<file path="src/rtl/mem_port_arbiter.sv">
// Shares one memory port between instruction fetch and load/store.
// Ports: i_clk/i_nreset, if_* fetch side, d_* data side, mem_* memory bus.
module mem_port_arbiter #(
    parameter int ADDR_W     = 32,
    parameter int DATA_W     = 32,
    parameter int MAX_STREAK = 4,
    parameter int TIMEOUT    = 255,
    parameter int CNT_W      = 8
) (
    input  logic                i_clk,
    input  logic                i_nreset,
    input  logic                i_if_req,
    input  logic [ADDR_W-1:0]   i_if_addr,
    output logic                o_if_ack,
    output logic [DATA_W-1:0]   o_if_rdata,
    output logic                o_if_err,
    input  logic                i_d_req,
    input  logic                i_d_we,
    input  logic [ADDR_W-1:0]   i_d_addr,
    input  logic [DATA_W-1:0]   i_d_wdata,
    input  logic [DATA_W/8-1:0] i_d_wstrb,
    output logic                o_d_ack,
    output logic [DATA_W-1:0]   o_d_rdata,
    output logic                o_d_err,
    output logic                o_mem_req,
    output logic                o_mem_we,
    output logic [ADDR_W-1:0]   o_mem_addr,
    output logic [DATA_W-1:0]   o_mem_wdata,
    output logic [DATA_W/8-1:0] o_mem_wstrb,
    input  logic                i_mem_ack,
    input  logic [DATA_W-1:0]   i_mem_rdata
);

    localparam int SW = $clog2(MAX_STREAK + 1);
    localparam logic [SW-1:0] STREAK_MAX = SW'(MAX_STREAK);
    localparam logic [CNT_W-1:0] CNT_LAST =
        CNT_W'((TIMEOUT == 0) ? 0 : TIMEOUT - 1);
    localparam bit TO_EN = (TIMEOUT != 0);

    typedef enum logic [1:0] {
        IDLE,
        BUSY,
        RESP
    } state_t;

    state_t           state;
    logic             gnt_d;
    logic [SW-1:0]    streak;
    logic [CNT_W-1:0] cnt;
    logic             pick_d;
    logic             timed_out;

    // Fetch wins only once data has hogged the port MAX_STREAK times.
    assign pick_d    = i_d_req && !(i_if_req && (streak == STREAK_MAX));
    assign timed_out = TO_EN && (cnt == CNT_LAST);

    always_ff @(posedge i_clk or negedge i_nreset) begin
        if (!i_nreset) begin
            state       <= IDLE;
            gnt_d       <= 1'b0;
            streak      <= '0;
            cnt         <= '0;
            o_if_ack    <= 1'b0;
            o_if_rdata  <= '0;
            o_if_err    <= 1'b0;
            o_d_ack     <= 1'b0;
            o_d_rdata   <= '0;
            o_d_err     <= 1'b0;
            o_mem_req   <= 1'b0;
            o_mem_we    <= 1'b0;
            o_mem_addr  <= '0;
            o_mem_wdata <= '0;
            o_mem_wstrb <= '0;
        end else begin
            unique case (state)
                IDLE: begin
                    if (i_if_req || i_d_req) begin
                        gnt_d     <= pick_d;
                        cnt       <= '0;
                        o_mem_req <= 1'b1;
                        state     <= BUSY;
                        if (pick_d) begin
                            o_mem_we    <= i_d_we;
                            o_mem_addr  <= i_d_addr;
                            o_mem_wdata <= i_d_wdata;
                            // Byte enables are meaningless on reads.
                            o_mem_wstrb <= i_d_we ? i_d_wstrb : '0;
                            if (!i_if_req)
                                streak <= '0;
                            else if (streak != STREAK_MAX)
                                streak <= streak + 1'b1;
                        end else begin
                            o_mem_we    <= 1'b0;
                            o_mem_addr  <= i_if_addr;
                            o_mem_wdata <= '0;
                            o_mem_wstrb <= '0;
                            streak      <= '0;
                        end
                    end
                end
                BUSY: begin
                    if (i_mem_ack) begin
                        o_mem_req <= 1'b0;
                        state     <= RESP;
                        if (gnt_d) begin
                            o_d_ack   <= 1'b1;
                            o_d_err   <= 1'b0;
                            o_d_rdata <= o_mem_we ? '0 : i_mem_rdata;
                        end else begin
                            o_if_ack   <= 1'b1;
                            o_if_err   <= 1'b0;
                            o_if_rdata <= i_mem_rdata;
                        end
                    end else if (timed_out) begin
                        o_mem_req <= 1'b0;
                        state     <= RESP;
                        if (gnt_d) begin
                            o_d_ack   <= 1'b1;
                            o_d_err   <= 1'b1;
                            o_d_rdata <= '0;
                        end else begin
                            o_if_ack   <= 1'b1;
                            o_if_err   <= 1'b1;
                            o_if_rdata <= '0;
                        end
                    end else begin
                        cnt <= cnt + 1'b1;
                    end
                end
                RESP: begin
                    o_if_ack <= 1'b0;
                    o_if_err <= 1'b0;
                    o_d_ack  <= 1'b0;
                    o_d_err  <= 1'b0;
                    state    <= IDLE;
                end
                default: state <= IDLE;
            endcase
        end
    end

endmodule
</file>
<file path="config.mk">
export PLATFORM = sky130hd
export DESIGN_NAME = mem_port_arbiter
export DESIGN_NICKNAME = d
export VERILOG_FILES = /design/src/rtl/mem_port_arbiter.sv
export SDC_FILE = /design/constraint.sdc
export NUM_CORES = 1
export LEC_CHECK = 0
export ABC_CLOCK_PERIOD_IN_PS = 4900
export BUFFER_PORTS_ARGS = -buffer_cell sky130_fd_sc_hd__buf_2
export CORE_AREA = 8 8 142 198
export CTS_BUF_LIST = sky130_fd_sc_hd__clkbuf_2
export CTS_CLUSTER_DIAMETER = 120
export DETAILED_ROUTE_END_ITERATION = 8
export DIE_AREA = 0 0 150 206
export HOLD_SLACK_MARGIN = 0.06
export PLACE_DENSITY = 0.53
export SYNTH_ARGS = -nofsm -noshare
export SYNTH_HDL_FRONTEND = slang
export SYNTH_SLANG_ARGS = --single-unit
</file>
<file path="constraint.sdc">
create_clock -name i_clk -period 4.9 [get_ports i_clk]
set_clock_uncertainty 0.2 [all_clocks]
set_input_delay 0.98 -clock i_clk [delete_from_list [all_inputs] [get_ports i_clk]]
set_output_delay 0.98 -clock i_clk [all_outputs]
set_load 0.05 [all_outputs]
</file>
### After elaboration in Yosys (flattened, before gate mapping)

Index checks and enable logic that the tools add are counted.

| word-level totals | value |
|---|---|
| memories | 0 |
| register bits | 152 |
| output and inout port bits | 138 |
| input bits | 138 |
| bits in writable memories | 0 |
| ROM bits | 0 |
| bits in latches | 0 |

| operators by class | value |
|---|---|
| magnitude comparators | 0 |
| reductions and logical operators | 18 |
| divide/modulo/power cells | 0 |
| muxes and demuxes | 47 |
| shift operators | 0 |
| equality and inequality tests | 12 |
| multipliers | 0 |
| $add $sub $neg | 2 |
| bitwise operators | 1 |

Operator list:

| cell | number |
|---|---|
| 32-bit 2-to-1 mux | 11 |
| 8-bit 2-to-1 mux | 3 |
| 1-bit 2-to-1 mux | 18 |
| 3-bit AND reduction | 6 |
| 8-bit one-hot mux with 2 select lines | 1 |
| 2-bit != test, second input constant | 5 |
| 1-bit one-hot mux with 2 select lines | 5 |
| 3-bit 2-to-1 mux | 3 |
| 8-bit by 1-bit adder with 8-bit output, second input constant | 1 |
| 8-bit equality test, second input constant | 1 |
| 4-bit 2-to-1 mux | 2 |
| 2-bit 2-to-1 mux | 3 |
| 3-bit != test, second input constant | 2 |
| 2-bit AND reduction | 3 |
| 2-bit nonzero test | 3 |
| 2-bit one-hot mux with 2 select lines | 1 |
| 4-bit AND reduction | 1 |
| 3-bit by 1-bit adder with 3-bit output, second input constant | 1 |
| 3-bit equality test, second input constant | 1 |
| 3-bit by 2-bit != test with 1-bit output, second input constant | 1 |
| 2-bit by 1-bit equality test with 1-bit output, second input constant | 1 |
| 2-bit equality test, second input constant | 1 |
| 1-bit logical AND | 2 |
| 2-bit zero test | 1 |
| 3 further kinds | 3 |

### Logic depth before layout (Yosys ltp)

Gate-level depths: netlist (run 1).

| depth | value |
|---|---|
| word-level depth | 6 |
| depth in mapped cells | 8 |

### Least setup slack after synthesis (run 1)

Ideal clock, no wire load.

| timing | value |
|---|---|
| path kind | input-to-reg |
| start point | input i_d_req |
| end point | register cnt[2] |
| setup slack | 2747 ps |
| required time | 4618 ps |
| library setup time | 82 ps |
| data arrival time | 1871 ps |
| cell stages on the path | 4 |
| cells stage by stage | or3b_2 > o211ai_2 > o21ai_0 > a31oi_1 |

| between the ends | value |
|---|---|
| word-level cells in the longest chain between the ends | 3 |

Ends and longest elaborated chain:

| item | RTL line | source |
|---|---|---|
| start, declared | 17 | `input logic i_d_req,` |
| 1-bit logical OR | 77 | `if (i_if_req \|\| i_d_req) begin` |
| 2-bit != test (no source line) | -- |  |
| 4-bit AND reduction (no source line) | -- |  |
| end signal, assigned | 127 | `cnt <= cnt + 1'b1;` |
| end, declared | 49 | `logic [CNT_W-1:0] cnt;` |

Every way passes these cells.
A chain may end at the register's enable or synchronous reset.

### Worst setup path after layout (run 1)

| timing | value |
|---|---|
| start point | register o_mem_we |
| end point | output o_mem_we |

RTL lines:

| item | RTL line | source |
|---|---|---|
| start, declared | 26 | `output logic o_mem_we,` |
| start signal, assigned | 83 | `o_mem_we <= i_d_we;` |

No word-level cell between the ends.

==> reports/results.txt, run 1 <==
Worst Path Buf+Inv: 1
Remaining Overflow, GRT: 0
Final net count: 904
Die area: 0.0309 mm^2
Post-Syn Area per Cell: 12.6 um^2
TritonCTS Buffers: 17
CP max stage cell: dfrtp_1
Clk_lat worst skew: 0.72 ns
Worst path cell trace: buf_2
Max incr delay on CP: 0.47 ns
Status: complete, no violations
Fmax: 0.375 GHz
H-tree levels: 4
Area share of the largest cell type after synthesis: 61.5%
Met3 WL post-DR: 1.65 mm
GPL Wtd Cong: 0.725
Slew @ Worst Pin: 1.00 ns
Power Total: 6.39 mW
Worst Hold Class: primary input to flop
Routed WL: 18.8 mm
Worst Path Class, Setup: flop to primary output
Max IR drop VDD: 0.000412 V
Reg-to-reg startpoint: state[1]$_DFFE_PN0P_
Die Width: 150 um
Drt drc: 0
Register area share after synthesis: 61.5%
Endpoints failing setup: 0
Area Overhead vs Synth: 31.4%
CTS tree: built
EDFF count, synth: 0
Tmin final: 2.67 ns
Syn_nets: 638
CTS Root Cell: clkbuf_2
Main flop type after synthesis: dfrtp_1
Crit end category: primary output
Final Max Slew Viols: 0
Yosys warnings: 0
Core area: 0.0250 mm^2
PwrDens: 786 mW/mm^2
Hold Crit Start: i_d_wdata[0]
LEAKAGE: 4.23 nW
Unique masters post-synth: 43
Worst setup path start: o_mem_we$_DFFE_PN0P_
Final Instance Area: 0.00813 mm^2
CP Data Required Time: 3.72 ns
Crit path max-delay family: flip-flops
Clock Path Buffers: 2
Worst-path fanout max: 3
Final hold violations: 0
Initial antenna violation count: 1
Num Clock Sinks: 152
Yosys top cell by area: dfrtp_1
Via-to-Cell Ratio: 4.59
Ranking of synthesized cells by area: dfrtp_1, a22o_1, mux2i_1, o21ai_0, nand2_1
FILL cells: 2592
Initial core utilization: 24.7%
Share of cells above drive strength 1: 42.0%
R2R Path End: o_if_rdata[28]$_DFFE_PN0P_
Cell depth of the worst setup path: 1
Critical path arrival: 1.49 ns
GRT Total Usage: 12.0%
Max-cap violations: 0
# rows: 69
DRT antenna net count: 0
Worst r2r path cells: 5
Port buffer count: 275
Via count: 5010
Synth async-reset ratio: 100%
Die Span Y: 206 um
Final period util: 54.5%
Max layer used: met4
WL per Instance: 17.3 um
Worst Setup Start Kind: flop
I/O pin total: 276
Synth Register Bits: 152
Met2 wire length: 9.22 mm
FF-to-FF setup slack: 2.24 ns
Slew headroom: 32.9%
Area post-placement: 0.00786 mm^2
Pin count of the biggest net entering global routing: 89
Router iterations before antenna repair: 6
Hpwl dp: 13.4 mm
Routed length on met1: 7.78 mm
Setup TNS: 0 ns
Synth Instances: 493
First DRT Iteration DRCs: 210
Critical path capture point: o_mem_we
Post-CTS resize count: 0
Post-synthesis cell area: 0.00619 mm^2
RSZ-0062 raised after global routing: false
Global-route wire length before repair: 29.2 mm
Vias in the first global route: 5352
Clock transition at path regs: 0.24 ns
-- worst min path at each step --
stage / end / cells after the start
floorplan: streak[0]$_DFFE_PN0P_ / 1
global placement: o_mem_addr[28]$_DFFE_PN0P_ / 2
detailed placement: o_mem_addr[1]$_DFFE_PN0P_ / 2
CTS: o_mem_wdata[0]$_DFFE_PN0P_ / 2
global route: o_mem_wdata[24]$_DFFE_PN0P_ / 2
finish: o_mem_wdata[0]$_DFFE_PN0P_ / 2
-- cell usage after synthesis (all sizes together), types with 3 or more instances --
library cell	number
inv	9
nor2b	4
o21ai	46
nor2	5
clkbuf	18
a32o	5
nand3	9
a21oi	6
a21o	3
mux2i	32
nand4	3
dfrtp	152
o211ai	5
nand2b	4
a22o	98
buf	19
and3	3
nand2	41
ha	7
a31oi	5
-- registers in the layout (all words and copies together), names as in the netlist --
signal	cells
o_mem_req	1
o_mem_addr	32
o_if_err	1
cnt	8
gnt_d	1
o_d_ack	1
o_d_err	1
o_d_rdata	32
o_mem_we	1
o_if_ack	1
state	2
o_mem_wdata	32
o_if_rdata	32
o_mem_wstrb	4
streak	3
-- placed cells by master (no fill, tap or decap), drive strengths merged, types with 6 or more instances in the layout --
master and count:
dfrtp 152, o21ai 46, clkbuf 19, a22o 98, nand3 9, nand2 41
mux2i 32, a21oi 6, ha 7, buf 283, inv 14
-- timing repair --
action	in CTS	in global routing
setup buffers	0	0
hold buffers	1	0
endpoints found under the hold margin	81	0
-- cell families after synthesis --
family                     share of synthesized area, %
AOI/OAI and AO/OA                                  21.4
DFF                                                61.5
and+or+nand+nor                                    6.59
buffers and inverters                              3.62
muxes                                              5.36
adders and majority gates                          1.41
xor gates and xnor gates                          0.142
-- final cells by class --
class                   instances  area, um^2  area share (%)
diodes                          1        2.50          0.0308
clock inverters                13         168            2.06
multi-input cells             295        2180            26.8
well taps                     319         399            4.91
inverters                       9        33.8           0.416
repair buffers                284        1450            17.9
flip-flops and latches        152        3800            46.8
clock buffers                  19        95.1            1.17
-- through the flow --
step | setup WS [ns] | std cells | hold WS (ns) | util, %
2_1_floorplan | 2.75 | 493 | 0.285 | -
3_3_place_gp | 2.15 | 1058 | 0.258 | 31.4
6_report | 2.23 | 1092 | 0.248 | 32.5
4_1_cts | 2.08 | 1091 | 0.104 | 32.5
3_5_place_dp | 2.07 | 1058 | 0.265 | 31.4
5_1_grt | 2.02 | 1092 | 0.0979 | 32.5
-- metal layers --
metal / up-vias / GRT usage [%]
met1: 2443 / 14.1
met3: 12 / 4.69
met4: 0 / 3.76
li1: 2365 / -
met2: 190 / 19.9
met5: - / 0
-- power by group --
group / internal [mW] / switching, mW / total (mW)
clock network: 0.298 / 0.485 / 0.783
registers: 1.78 / 0.304 / 2.08
logic: 0.888 / 2.63 / 3.52
(Power assumes the default switching activity.)
==> run 2, diff against run 1 <==
--- a/config.mk
+++ b/config.mk
@@ -5,7 +5,7 @@
 export SDC_FILE = /design/constraint.sdc
 export NUM_CORES = 1
 export LEC_CHECK = 0
-export ABC_CLOCK_PERIOD_IN_PS = 4900
+export ABC_CLOCK_PERIOD_IN_PS = 2650
 export BUFFER_PORTS_ARGS = -buffer_cell sky130_fd_sc_hd__buf_2
 export CORE_AREA = 8 8 142 198
 export CTS_BUF_LIST = sky130_fd_sc_hd__clkbuf_2
==> constraint.sdc (replaced) <==
create_clock -name i_clk -period 2.65 [get_ports i_clk]
set_clock_uncertainty 0.2 [all_clocks]
set_input_delay 0.53 -clock i_clk [delete_from_list [all_inputs] [get_ports i_clk]]
set_output_delay 0.53 -clock i_clk [all_outputs]
set_load 0.05 [all_outputs]
==> reports/results.txt, run 2 (synthesis results as in run 1) <==
Multi-input logic area: 0.00218 mm^2 (unchanged)
Die Width: 150 um (unchanged)
Hpwl dp: 13.6 mm (was 13.4 mm)
FILL cells: 2419 (was 2592)
Via count: 5667 (was 5010)
Share of cells above drive strength 1: 35.7% (was 42.0%)
Worst Path Buf+Inv: 3 (was 1)
Reg power frac: 32.0% (was 32.6%)
Commonest non-fill, non-tap cell in the layout: buf_2 (unchanged)
Register area: 0.00380 mm^2 (unchanged)
Router iterations before antenna repair: 4 (was 6)
Max-cap violations: 0 (unchanged)
Status: complete, no violations (unchanged)
Setup TNS: 0 ns (unchanged)
PwrDens: 1260 mW/mm^2 (was 786 mW/mm^2)
WHS: 0.304 ns (was 0.248 ns)
Worst Setup Start Kind: flop (unchanged)
CP Data Required Time: 3.10 ns (was 3.72 ns)
Routed WL: 20.5 mm (was 18.8 mm)
DRT antenna net count: 0 (unchanged)
Clk_lat worst skew: 0.73 ns (was 0.72 ns)
Max incr delay on CP: 0.55 ns (was 0.47 ns)
Combinational Power Share: 56.9% (was 55.1%)
Slew @ Worst Pin: 0.663 ns (was 1.00 ns)
GPL Wtd Cong: 0.729 (was 0.725)
Endpoints failing setup: 0 (unchanged)
Worst Hold Class: flop to flop (was primary input to flop)
Port buffer count: 275 (unchanged)
Clock transition at path regs: 0.24 ns (about the same)
Final Max Slew Viols: 0 (unchanged)
Initial antenna violation count: 2 (was 1)
Worst Path Class, Setup: flop to flop (was flop to primary output)
H-tree levels: 4 (unchanged)
Sw Pwr: 6.45 mW (was 3.42 mW)
Global-route wire length before repair: 32.4 mm (was 29.2 mm)
Most frequent cells in the layout: buf_2, dfrtp_1, dlygate4sd3_1 (was buf_2, dfrtp_1, a22o_1)
First DRT Iteration DRCs: 169 (was 210)
Post-CTS setup buffer count: 0 (unchanged)
Remaining Overflow, GRT: 0 (unchanged)
LEAKAGE: 4.86 nW (was 4.23 nW)
Slew headroom: 55.6% (was 32.9%)
Sw Ratio: 53.3% (was 53.6%)
GRT Total Usage: 13.3% (was 12.0%)
Clock Path Buffers: 2 (unchanged)
RSZ-0062 raised after global routing: false (unchanged)
Core area: 0.0250 mm^2 (unchanged)
Final net count: 1050 (was 904)
P_int: 5.64 mW (was 2.97 mW)
Final period util: 92.4%
Initial core utilization: 24.7% (unchanged)
Max IR drop VDD: 0.000748 V (was 0.000412 V)
I/O pin total: 276 (unchanged)
Area Overhead vs Synth: 55.6% (was 31.4%)
Crit end category: flop (was primary output)
CP max stage cell: dlygate4sd3_1 (was dfrtp_1)
Num Clock Sinks: 152 (unchanged)
CTS Root Cell: clkbuf_2 (unchanged)
Tmin final: 2.45 ns
Final hold violations: 0 (unchanged)
Die area: 0.0309 mm^2 (unchanged)
Crit path max-delay family: buffers and inverters (was flip-flops)
CTS tree: built (unchanged)
Via-to-Cell Ratio: 4.57 (was 4.59)
Pin count of the biggest net entering global routing: 53 (was 89)
Clk network pwr share: 11.1% (was 12.3%)
TritonCTS Buffers: 17 (unchanged)
Worst-path fanout max: 50 (was 3)
WL per Instance: 16.5 um (was 17.3 um)
Fmax: 0.408 GHz
Drt drc: 0 (unchanged)
Vias in the first global route: 6287 (was 5352)
Critical path arrival: 2.90 ns (was 1.49 ns)
Worst path cell trace: inv_1, ha_1, o21ai_4, buf_12, a32o_1, dlygate4sd3_1 (was buf_2)
Die Span Y: 206 um (unchanged)
# rows: 69 (unchanged)
==> run 2: changes by cell type in the layout (fill, tap and decap cells not counted), moves of 2 or more <==
cell | previous run | this run
dlygate4sd3_1 | 1 | 142
clkinv_4 | 2 | 5
clkinv_2 | 2 | 0
buf_12 | 0 | 6
==> run 2: cell type report <==
type	instances	share of cell area (%)
inverters	9	0.351
well taps	319	4.14
multi-input cells	295	22.6
repair buffers	430	30.9
clock buffers	19	0.987
flip-flops and latches	152	39.5
diodes	2	0.0519
clock inverters	13	1.51
==> run 2: worst paths after layout <==
check	start	to	slack, ns	depth (start not counted)
worst max-delay path	state[0]$_DFFE_PN0P_	o_mem_wstrb[1]$_DFFE_PN0P_	0.20	6
worst min-delay path	o_mem_addr[4]$_DFFE_PN0P_	o_mem_addr[4]$_DFFE_PN0P_	0.30	2
worst max register to register	state[0]$_DFFE_PN0P_	o_mem_wstrb[1]$_DFFE_PN0P_	0.20	6
worst min register to register	o_mem_addr[4]$_DFFE_PN0P_	o_mem_addr[4]$_DFFE_PN0P_	0.30	2
max in group asynchronous	i_nreset	o_mem_wdata[16]$_DFFE_PN0P_	1.15	4
min in group asynchronous	i_nreset	o_d_rdata[19]$_DFFE_PN0P_	0.66	4
==> run 2: metrics by stage <==
step	util [%]	std cells	power [mW]	setup WS (ns)	area, um^2
global placement	31.7	1062	10.6	0.454	7950
floorplan	-	493	8.81	0.590	6190
detailed placement	31.7	1062	10.6	0.413	7950
finish	38.5	1239	12.1	0.200	9630
CTS	38.5	1237	12.2	0.171	9630
global route	38.5	1239	12.9	0.0447	9630
==> run 2: tightest hold or removal path, cell delays in order, from the launching register on <==
cell,delay [ns]
dfrtp_1,0.39
nand2_1,0.04
o21ai_0,0.06
==> run 2: power by group through the flow <==
stage / Combinational, mW / Clock, mW / Sequential, mW
after floorplan: 1.74 / 0 / 7.07
after global placement: 6.68 / 0 / 3.92
after detailed placement: 6.72 / 0 / 3.91
after CTS: 6.93 / 1.44 / 3.87
after global routing: 7.31 / 1.53 / 4.03
final: 6.88 / 1.34 / 3.87
==> run 2: timing repair <==
action,CTS,global route
hold endpoints to repair,300,0
hold buffers,143,0
gates resized for setup,0,0
==> run 2: layer usage <==
metal	share of wire (%)	vias to the layer above	track usage, %
met1	39	2707	14.4
met5	0	-	0
met3	9.2	40	4.89
met4	2.7	0	5.80
li1	-	2663	-
met2	49	257	22.9
